[src/rtl/gnr_pkg.sv]
// Shared types and constants for the gene-regulatory-network attractor controller.
package gnr_pkg;

  localparam int N_NODES_DEF = 8;
  localparam int CNT_W_DEF   = 16;

  // Below these indices s0 and s1 are trivially equal, so the meet compare is ignored.
  localparam int RUN_CMP_MIN = 2;
  localparam int PER_CMP_MIN = 1;

  typedef enum logic [2:0] {
    IDLE,
    LOAD,
    RUN,
    PERIOD,
    REPORT
  } gnr_state_e;

endpackage

[src/rtl/gnr_attractor_ctrl_if.sv]
// Result-record bus carrying one attractor measurement per initial state.
interface gnr_attractor_ctrl_if #(
  parameter int N_NODES = gnr_pkg::N_NODES_DEF,
  parameter int CNT_W   = gnr_pkg::CNT_W_DEF
);

  logic               valid;
  logic               ready;
  logic [N_NODES-1:0] init;
  logic [CNT_W-1:0]   steps;
  logic [CNT_W-1:0]   period;
  logic               timeout;

  modport master (output valid, init, steps, period, timeout, input ready);
  modport slave  (input valid, init, steps, period, timeout, output ready);

endinterface

[src/rtl/gnr_result_reg.sv]
// Holding register for one result record; fields stay stable until the consumer accepts.
module gnr_result_reg
  import gnr_pkg::*;
#(
  parameter int N_NODES = N_NODES_DEF,
  parameter int CNT_W   = CNT_W_DEF
) (
  input  logic               clk,
  input  logic               rst,
  input  logic               load_i,
  input  logic [N_NODES-1:0] init_i,
  input  logic [CNT_W-1:0]   steps_i,
  input  logic [CNT_W-1:0]   period_i,
  input  logic               timeout_i,
  gnr_attractor_ctrl_if.master res
);

  logic               valid_q;
  logic [N_NODES-1:0] init_q;
  logic [CNT_W-1:0]   steps_q;
  logic [CNT_W-1:0]   period_q;
  logic               timeout_q;

  always_ff @(posedge clk) begin
    if (rst) begin
      valid_q   <= 1'b0;
      init_q    <= '0;
      steps_q   <= '0;
      period_q  <= '0;
      timeout_q <= 1'b0;
    end else if (load_i) begin
      valid_q   <= 1'b1;
      init_q    <= init_i;
      steps_q   <= steps_i;
      period_q  <= period_i;
      timeout_q <= timeout_i;
    end else if (valid_q && res.ready) begin
      valid_q <= 1'b0;
    end
  end

  assign res.valid   = valid_q;
  assign res.init    = init_q;
  assign res.steps   = steps_q;
  assign res.period  = period_q;
  assign res.timeout = timeout_q;

endmodule

[src/rtl/gnr_attractor_ctrl.sv]
// Sequences load / tortoise-hare meet / period measurement over a range of initial
// states and reports one record per state.
module gnr_attractor_ctrl
  import gnr_pkg::*;
#(
  parameter int               N_NODES   = N_NODES_DEF,
  parameter int               CNT_W     = CNT_W_DEF,
  parameter logic [CNT_W-1:0] MAX_STEPS = {CNT_W{1'b1}}
) (
  input  logic               clk,
  input  logic               rst,
  input  logic               start_i,
  input  logic [N_NODES-1:0] init_first_i,
  input  logic [N_NODES-1:0] init_last_i,
  output logic               busy_o,
  output logic               done_o,
  output logic               reset_nos_o,
  output logic               start_s0_o,
  output logic               start_s1_o,
  output logic [N_NODES-1:0] init_state_o,
  input  logic [N_NODES-1:0] s0_vec_i,
  input  logic [N_NODES-1:0] s1_vec_i,
  gnr_attractor_ctrl_if.master res
);

  gnr_state_e         state_q, state_d;
  logic [N_NODES-1:0] cur_init_q, last_init_q;
  logic [CNT_W-1:0]   c_q, pcnt_q, steps_q;
  logic               done_q;

  logic               match, run_hit, run_to, per_hit, per_to;
  logic               last_rec, accept;
  logic               rec_load, rec_timeout;
  logic [CNT_W-1:0]   rec_steps, rec_period;

  assign match    = (s0_vec_i == s1_vec_i);
  assign run_hit  = match && (c_q >= CNT_W'(RUN_CMP_MIN));
  assign run_to   = !run_hit && (c_q == MAX_STEPS);
  assign per_hit  = match && (pcnt_q >= CNT_W'(PER_CMP_MIN));
  assign per_to   = !per_hit && (pcnt_q == MAX_STEPS);
  assign last_rec = (cur_init_q == last_init_q);
  assign accept   = (state_q == REPORT) && res.ready;
  assign done_o   = done_q;

  always_ff @(posedge clk) begin
    if (rst) state_q <= IDLE;
    else     state_q <= state_d;
  end

  always_comb begin
    state_d = state_q;
    case (state_q)
      IDLE:    if (start_i) state_d = LOAD;
      LOAD:    state_d = RUN;
      RUN: begin
        if (run_hit)     state_d = PERIOD;
        else if (run_to) state_d = REPORT;
      end
      PERIOD:  if (per_hit || per_to) state_d = REPORT;
      REPORT:  if (accept) state_d = last_rec ? IDLE : LOAD;
      default: state_d = IDLE;
    endcase
  end

  // Enables drop in the very cycle the meet is seen so both copies freeze on equal values.
  always_comb begin
    busy_o       = (state_q != IDLE);
    reset_nos_o  = 1'b0;
    start_s0_o   = 1'b0;
    start_s1_o   = 1'b0;
    init_state_o = '0;
    rec_load     = 1'b0;
    rec_steps    = c_q;
    rec_period   = '0;
    rec_timeout  = 1'b0;
    case (state_q)
      LOAD: begin
        reset_nos_o  = 1'b1;
        init_state_o = cur_init_q;
      end
      RUN: begin
        start_s0_o  = !run_hit;
        start_s1_o  = !run_hit;
        rec_load    = run_to;
        rec_timeout = 1'b1;
      end
      PERIOD: begin
        start_s1_o  = !per_hit;
        rec_load    = per_hit || per_to;
        rec_steps   = steps_q;
        rec_period  = per_hit ? pcnt_q : '0;
        rec_timeout = !per_hit;
      end
      default: ;
    endcase
  end

  always_ff @(posedge clk) begin
    if (rst) begin
      cur_init_q  <= '0;
      last_init_q <= '0;
      c_q         <= '0;
      pcnt_q      <= '0;
      steps_q     <= '0;
      done_q      <= 1'b0;
    end else begin
      done_q <= accept && last_rec;
      case (state_q)
        IDLE: begin
          if (start_i) begin
            cur_init_q  <= init_first_i;
            last_init_q <= init_last_i;
          end
        end
        LOAD: begin
          c_q    <= '0;
          pcnt_q <= '0;
        end
        RUN: begin
          c_q <= c_q + CNT_W'(1);
          if (run_hit) steps_q <= c_q;
        end
        PERIOD:  pcnt_q <= pcnt_q + CNT_W'(1);
        REPORT:  if (accept && !last_rec) cur_init_q <= cur_init_q + N_NODES'(1);
        default: ;
      endcase
    end
  end

  gnr_result_reg #(
    .N_NODES (N_NODES),
    .CNT_W   (CNT_W)
  ) u_result_reg (
    .clk       (clk),
    .rst       (rst),
    .load_i    (rec_load),
    .init_i    (cur_init_q),
    .steps_i   (rec_steps),
    .period_i  (rec_period),
    .timeout_i (rec_timeout),
    .res       (res)
  );

endmodule

[src/flat_wrapper.sv]
// flat-port wrapper written by rule: the top's interface ports become plain ports
module gnr_attractor_ctrl_flat import gnr_pkg::*;
#(
  parameter int               N_NODES   = N_NODES_DEF,
  parameter int               CNT_W     = CNT_W_DEF,
  parameter logic [CNT_W-1:0] MAX_STEPS = {CNT_W{1'b1}}
)
  (clk, rst, start_i, init_first_i, init_last_i, busy_o, done_o, reset_nos_o, start_s0_o, start_s1_o, init_state_o, s0_vec_i, s1_vec_i, res_valid, res_init, res_steps, res_period, res_timeout, res_ready);
  gnr_attractor_ctrl_if #(.N_NODES(N_NODES), .CNT_W(CNT_W)) res_i ();
  input  logic clk;
  input  logic rst;
  input  logic start_i;
  input  logic [N_NODES-1:0] init_first_i;
  input  logic [N_NODES-1:0] init_last_i;
  output logic busy_o;
  output logic done_o;
  output logic reset_nos_o;
  output logic start_s0_o;
  output logic start_s1_o;
  output logic [N_NODES-1:0] init_state_o;
  input  logic [N_NODES-1:0] s0_vec_i;
  input  logic [N_NODES-1:0] s1_vec_i;
  output wire logic [$bits(res_i.valid)-1:0] res_valid;
  output wire logic [$bits(res_i.init)-1:0] res_init;
  output wire logic [$bits(res_i.steps)-1:0] res_steps;
  output wire logic [$bits(res_i.period)-1:0] res_period;
  output wire logic [$bits(res_i.timeout)-1:0] res_timeout;
  input wire logic [$bits(res_i.ready)-1:0] res_ready;
  assign res_valid = res_i.valid;
  assign res_init = res_i.init;
  assign res_steps = res_i.steps;
  assign res_period = res_i.period;
  assign res_timeout = res_i.timeout;
  assign res_i.ready = res_ready;
  gnr_attractor_ctrl #(.N_NODES(N_NODES), .CNT_W(CNT_W), .MAX_STEPS(MAX_STEPS)) u_core (.clk(clk), .rst(rst), .start_i(start_i), .init_first_i(init_first_i), .init_last_i(init_last_i), .busy_o(busy_o), .done_o(done_o), .reset_nos_o(reset_nos_o), .start_s0_o(start_s0_o), .start_s1_o(start_s1_o), .init_state_o(init_state_o), .s0_vec_i(s0_vec_i), .s1_vec_i(s1_vec_i), .res(res_i));
endmodule
[config.mk]
export PLATFORM = sky130hd
export DESIGN_NAME = gnr_attractor_ctrl_flat
export DESIGN_NICKNAME = d
export VERILOG_FILES = /design/src/rtl/gnr_pkg.sv /design/src/rtl/gnr_attractor_ctrl_if.sv /design/src/rtl/gnr_result_reg.sv /design/src/rtl/gnr_attractor_ctrl.sv /design/src/flat_wrapper.sv
export SDC_FILE = /design/constraint.sdc
export NUM_CORES = 1
export LEC_CHECK = 0
export CAP_MARGIN = 10
export CORE_UTILIZATION = 39
export DETAILED_ROUTE_END_ITERATION = 10
export GPL_TIMING_DRIVEN = 0
export HOLD_SLACK_MARGIN = 0.08
export PLACE_DENSITY_LB_ADDON = 0.15
export SYNTH_ARGS = -nofsm -noshare
export SYNTH_HDL_FRONTEND = slang
export SYNTH_SLANG_ARGS = --single-unit
export TNS_END_PERCENT = 10
[constraint.sdc]
create_clock -name clk -period 3.7 [get_ports clk]
set_clock_uncertainty 0.05 [all_clocks]
set_input_delay 0.555 -clock clk [delete_from_list [all_inputs] [get_ports clk]]
set_output_delay 0.555 -clock clk [all_outputs]
set_load 0.005 [all_outputs]
==> flow_summary.toml, run 1 <==
[logic_synthesis]
async_reset_ff_frac = 0
synthFlopType = "dfxtp_1"
synth-edff-count = 0
synth.top_cell.area_share = 0.405
synth_top_cells_by_count = "dfxtp_1, nand2_1, nor2_1"
syn_area_sq_mm = 0.00544
ys.warnings.count = 0
ys_seq_elements = 110
synth.distinct_cells = 64
netlist_instances = 630
syn_nets = 672
synth_area_per_cell_sq_um = 8.64
synth.most_common_cell = "dfxtp_1"
yosys.area.top_type = "dfxtp_1"
synth.yosys.seq_area_share = 0.405
synth_area_leaders = "dfxtp_1, nand2_1, mux2i_1"

[floorplanning]
die_y_um = 120
start_util = 0.406
row_count = 42
io_pins = 91
coreArea_sq_mm = 0.0134
die-area_sq_mm = 0.0144
die_w_um = 120

[hold_path]
hp-class = "reg2reg"
hold_start = "u_core.u_result_reg.res.init[6]"

[pwr]
power.density_mw_per_mm2 = 434
p_leak_nw = 2.66
fin_total_pwr_mw = 2.98
netSwitchingFraction = 0.310
power_frac_clock = 0.341
p_comb_frac = 0.227
internal-power_mw = 2.06
p_seq_frac = 0.432
p_switching_mw = 0.925
vdd_drop_max_v = 0.000299

[worst_setup_path]
max_stage_delay_ns = 0.48
startpoint = "s1_vec_i[4]"
start_kind = "input port"
r2r_start = "u_core.c_q[0]"
crit_required_ns = 3.09
r2r_slack_ns = 1.26
cp_slowest_cell = "nor4_4"
worstPathArrival_ns = 2.80
crit_top_cell = "clkdlybuf4s50_1"
worstPathMaxFanout = 6
cp_cell_sequence = "clkdlybuf4s50_1, xor2_1, nor4_4, a31oi_1, or2_2, clkdlybuf4s50_1"
cp-end-kind = "output port"
critPathKind = "in2out"

[timing]
max_slew_margin = 0.498
hold_viol_final = 0
worst_slew_pin_slew_ns = 0.746
tns_ns = 0
timing.final.ws_setup_ns = 0.298
min_period_over_period = 0.919
final_max_slew_viol_count = 0
setup_violations = 0
fmax_mhz = 294
rsz0062_at_grt = "false"
period_needed_ns = 3.40

[finish]
layout.cells.non_filler = 912
layout-drive-gt1-share = 0.0924
nNetsFinal = 773
area_growth_syn_to_layout_pct = 26.3
antenna_cells = 0
fin_area_sq_mm = 0.00687
fill_cells = 1302

[drt]
drc = 0
drt.antenna.violating_nets = 0
vias = 4861
met3_length_um = 517
highest_layer = "met4"
dr_wl_met2_mm = 7.14
wire_per_inst_um = 15.7
wl_met1_mm = 6.35
dr.first_iter.drc_count = 287
wl_mm = 14.4
via_per_inst = 5.33
drtPass1Iterations = 6

[global_routing]
grtUsageTotal = 0.207
grt_max_degree = 18
grt_pass1_vias = 4789
antenna_found_initial = 0
grt-ovfl-total = 0
grt_pass1_wl_mm = 23.6

[clock_tree]
cts_buffers = 9
ctsHoldBuffers = 0
tritoncts = "built"
clkLatencyLatePin_ns = 0.36
clock_path_buffers = 2
cts_setup_buffers = 0
clockRootBuffer = "clkbuf_16"
cts.clk_slew.worst_paths_ns = 0.07
cts_sinks = 110
cts_resized = 0
cts.htree.levels = 3

[status]
outcome = "completed"

[placement]
pre_cts_slack_ns = 0.320
io_buffers = 90
hpwl_mm = 10.7
place_congestion = 0.869
placed_cells = 896
placedInstanceArea_sq_mm = 0.00656

[run]
max-cap-violations = 0
power by group through the flow:
| stage | registers, mW | logic, mW | clock network (mW) |
|---|---|---|---|
| global placement | 1.31 | 0.664 | 0 |
| floorplan | 1.30 | 0.433 | 0 |
| finish | 1.29 | 0.677 | 1.02 |
| global route | 1.30 | 0.749 | 1.09 |
| detailed placement | 1.31 | 0.670 | 0 |
| CTS | 1.29 | 0.673 | 1.04 |
cell usage in the layout (no fill, tap or decap), types with 3 or more instances in the layout:
cell,Yosys,layout
nand3_1,28,28
a31oi_1,7,7
inv_1,9,9
nor2_1,56,56
or3_1,5,5
and3_1,11,11
o21ai_0,14,14
mux2i_1,27,27
nand2b_1,3,3
clkbuf_16,0,9
mux2_4,14,14
o21a_1,3,3
xor2_1,22,22
a21oi_1,52,52
clkdlybuf4s50_1,0,90
nand2_1,93,93
nor2b_1,18,18
nand3b_1,4,4
ha_1,6,6
clkbuf_1,27,28
a32o_1,16,16
o211ai_1,3,3
nor4_1,10,10
buf_6,6,6
nor3_1,10,10
mux2_2,7,7
a22oi_1,4,4
buf_2,10,10
dfxtp_1,110,110
nand4_1,9,9
final cells by class:
class                           instances  area [sq um]  area share
Buffer                                 46           234      0.0340
Clock inverter                          4          53.8     0.00783
Sequential cell                       110          2200       0.320
Timing Repair Buffer                   90           901       0.131
Multi-Input combinational cell        464          2970       0.432
Tap cell                              176           220      0.0320
Clock buffer                           12           256      0.0373
Inverter                               10          37.5     0.00546
through the flow:
stage | hold WS, ns | util
after floorplan | 0.398 | -
after detailed placement | 0.406 | 0.490
after global placement | 0.398 | 0.490
final | 0.410 | 0.513
after global routing | 0.437 | 0.513
after CTS | 0.416 | 0.513
final timing paths:
kind / endpoint / depth (start not counted)
setup reg to reg: u_core.u_result_reg.res.steps[11] / 9
hold reg to reg: u_core.u_result_reg.res.init[6] / 2
setup / recovery: start_s1_o / 6
hold / removal: u_core.u_result_reg.res.init[6] / 2
kinds of logic (layout without fill, tap and decap cells):
family | count (synthesis) | in the layout | synth area share
compound gates | 117 | 117 | 0.141
xor+xnor | 24 | 24 | 0.0386
fa+ha+maj | 6 | 6 | 0.0138
buf+inv | 56 | 162 | 0.0499
flops | 110 | 110 | 0.405
mux | 49 | 49 | 0.105
simple gates | 268 | 268 | 0.247
per-layer routing:
metal / track usage / vias up
met5: 0 / -
met2: 0.352 / 103
met3: 0.0480 / 30
met4: 0.0758 / 0
li1: - / 2427
met1: 0.254 / 2301
sequential cells by signal, indices dropped and copies added, names as in the netlist:
| name | flops |
|---|---|
| u_core.u_result_reg.res.valid | 1 |
| u_core.u_result_reg.res.timeout | 1 |
| u_core.cur_init_q | 8 |
| u_core.pcnt_q | 16 |
| u_core.last_init_q | 8 |
| u_core.state_q | 3 |
| u_core.done_o | 1 |
| u_core.u_result_reg.res.init | 8 |
| u_core.c_q | 16 |
| u_core.steps_q | 16 |
| u_core.u_result_reg.res.steps | 16 |
| u_core.u_result_reg.res.period | 16 |
worst max-delay path, delay by kind of cell:
kind | cells | cell delay, ns
AOI/OAI and AO/OA | 1 | 0.31
and+or+nand+nor | 2 | 0.87
buffers and inverters | 2 | 0.87
xor gates and xnor gates | 1 | 0.19
Power figures use the tool's default switching activity.
==> run 2: changes to the inputs <==
--- a/config.mk
+++ b/config.mk
@@ -7,10 +7,12 @@
 export LEC_CHECK = 0
 export CAP_MARGIN = 10
 export CORE_UTILIZATION = 39
+export CTS_CLUSTER_SIZE = 10
 export DETAILED_ROUTE_END_ITERATION = 10
 export GPL_TIMING_DRIVEN = 0
 export HOLD_SLACK_MARGIN = 0.08
 export PLACE_DENSITY_LB_ADDON = 0.15
+export SLEW_MARGIN = 15
 export SYNTH_ARGS = -nofsm -noshare
 export SYNTH_HDL_FRONTEND = slang
 export SYNTH_SLANG_ARGS = --single-unit
==> results of run 2 <==
No change in the layout: final DEF, timing and power equal those of run 1.
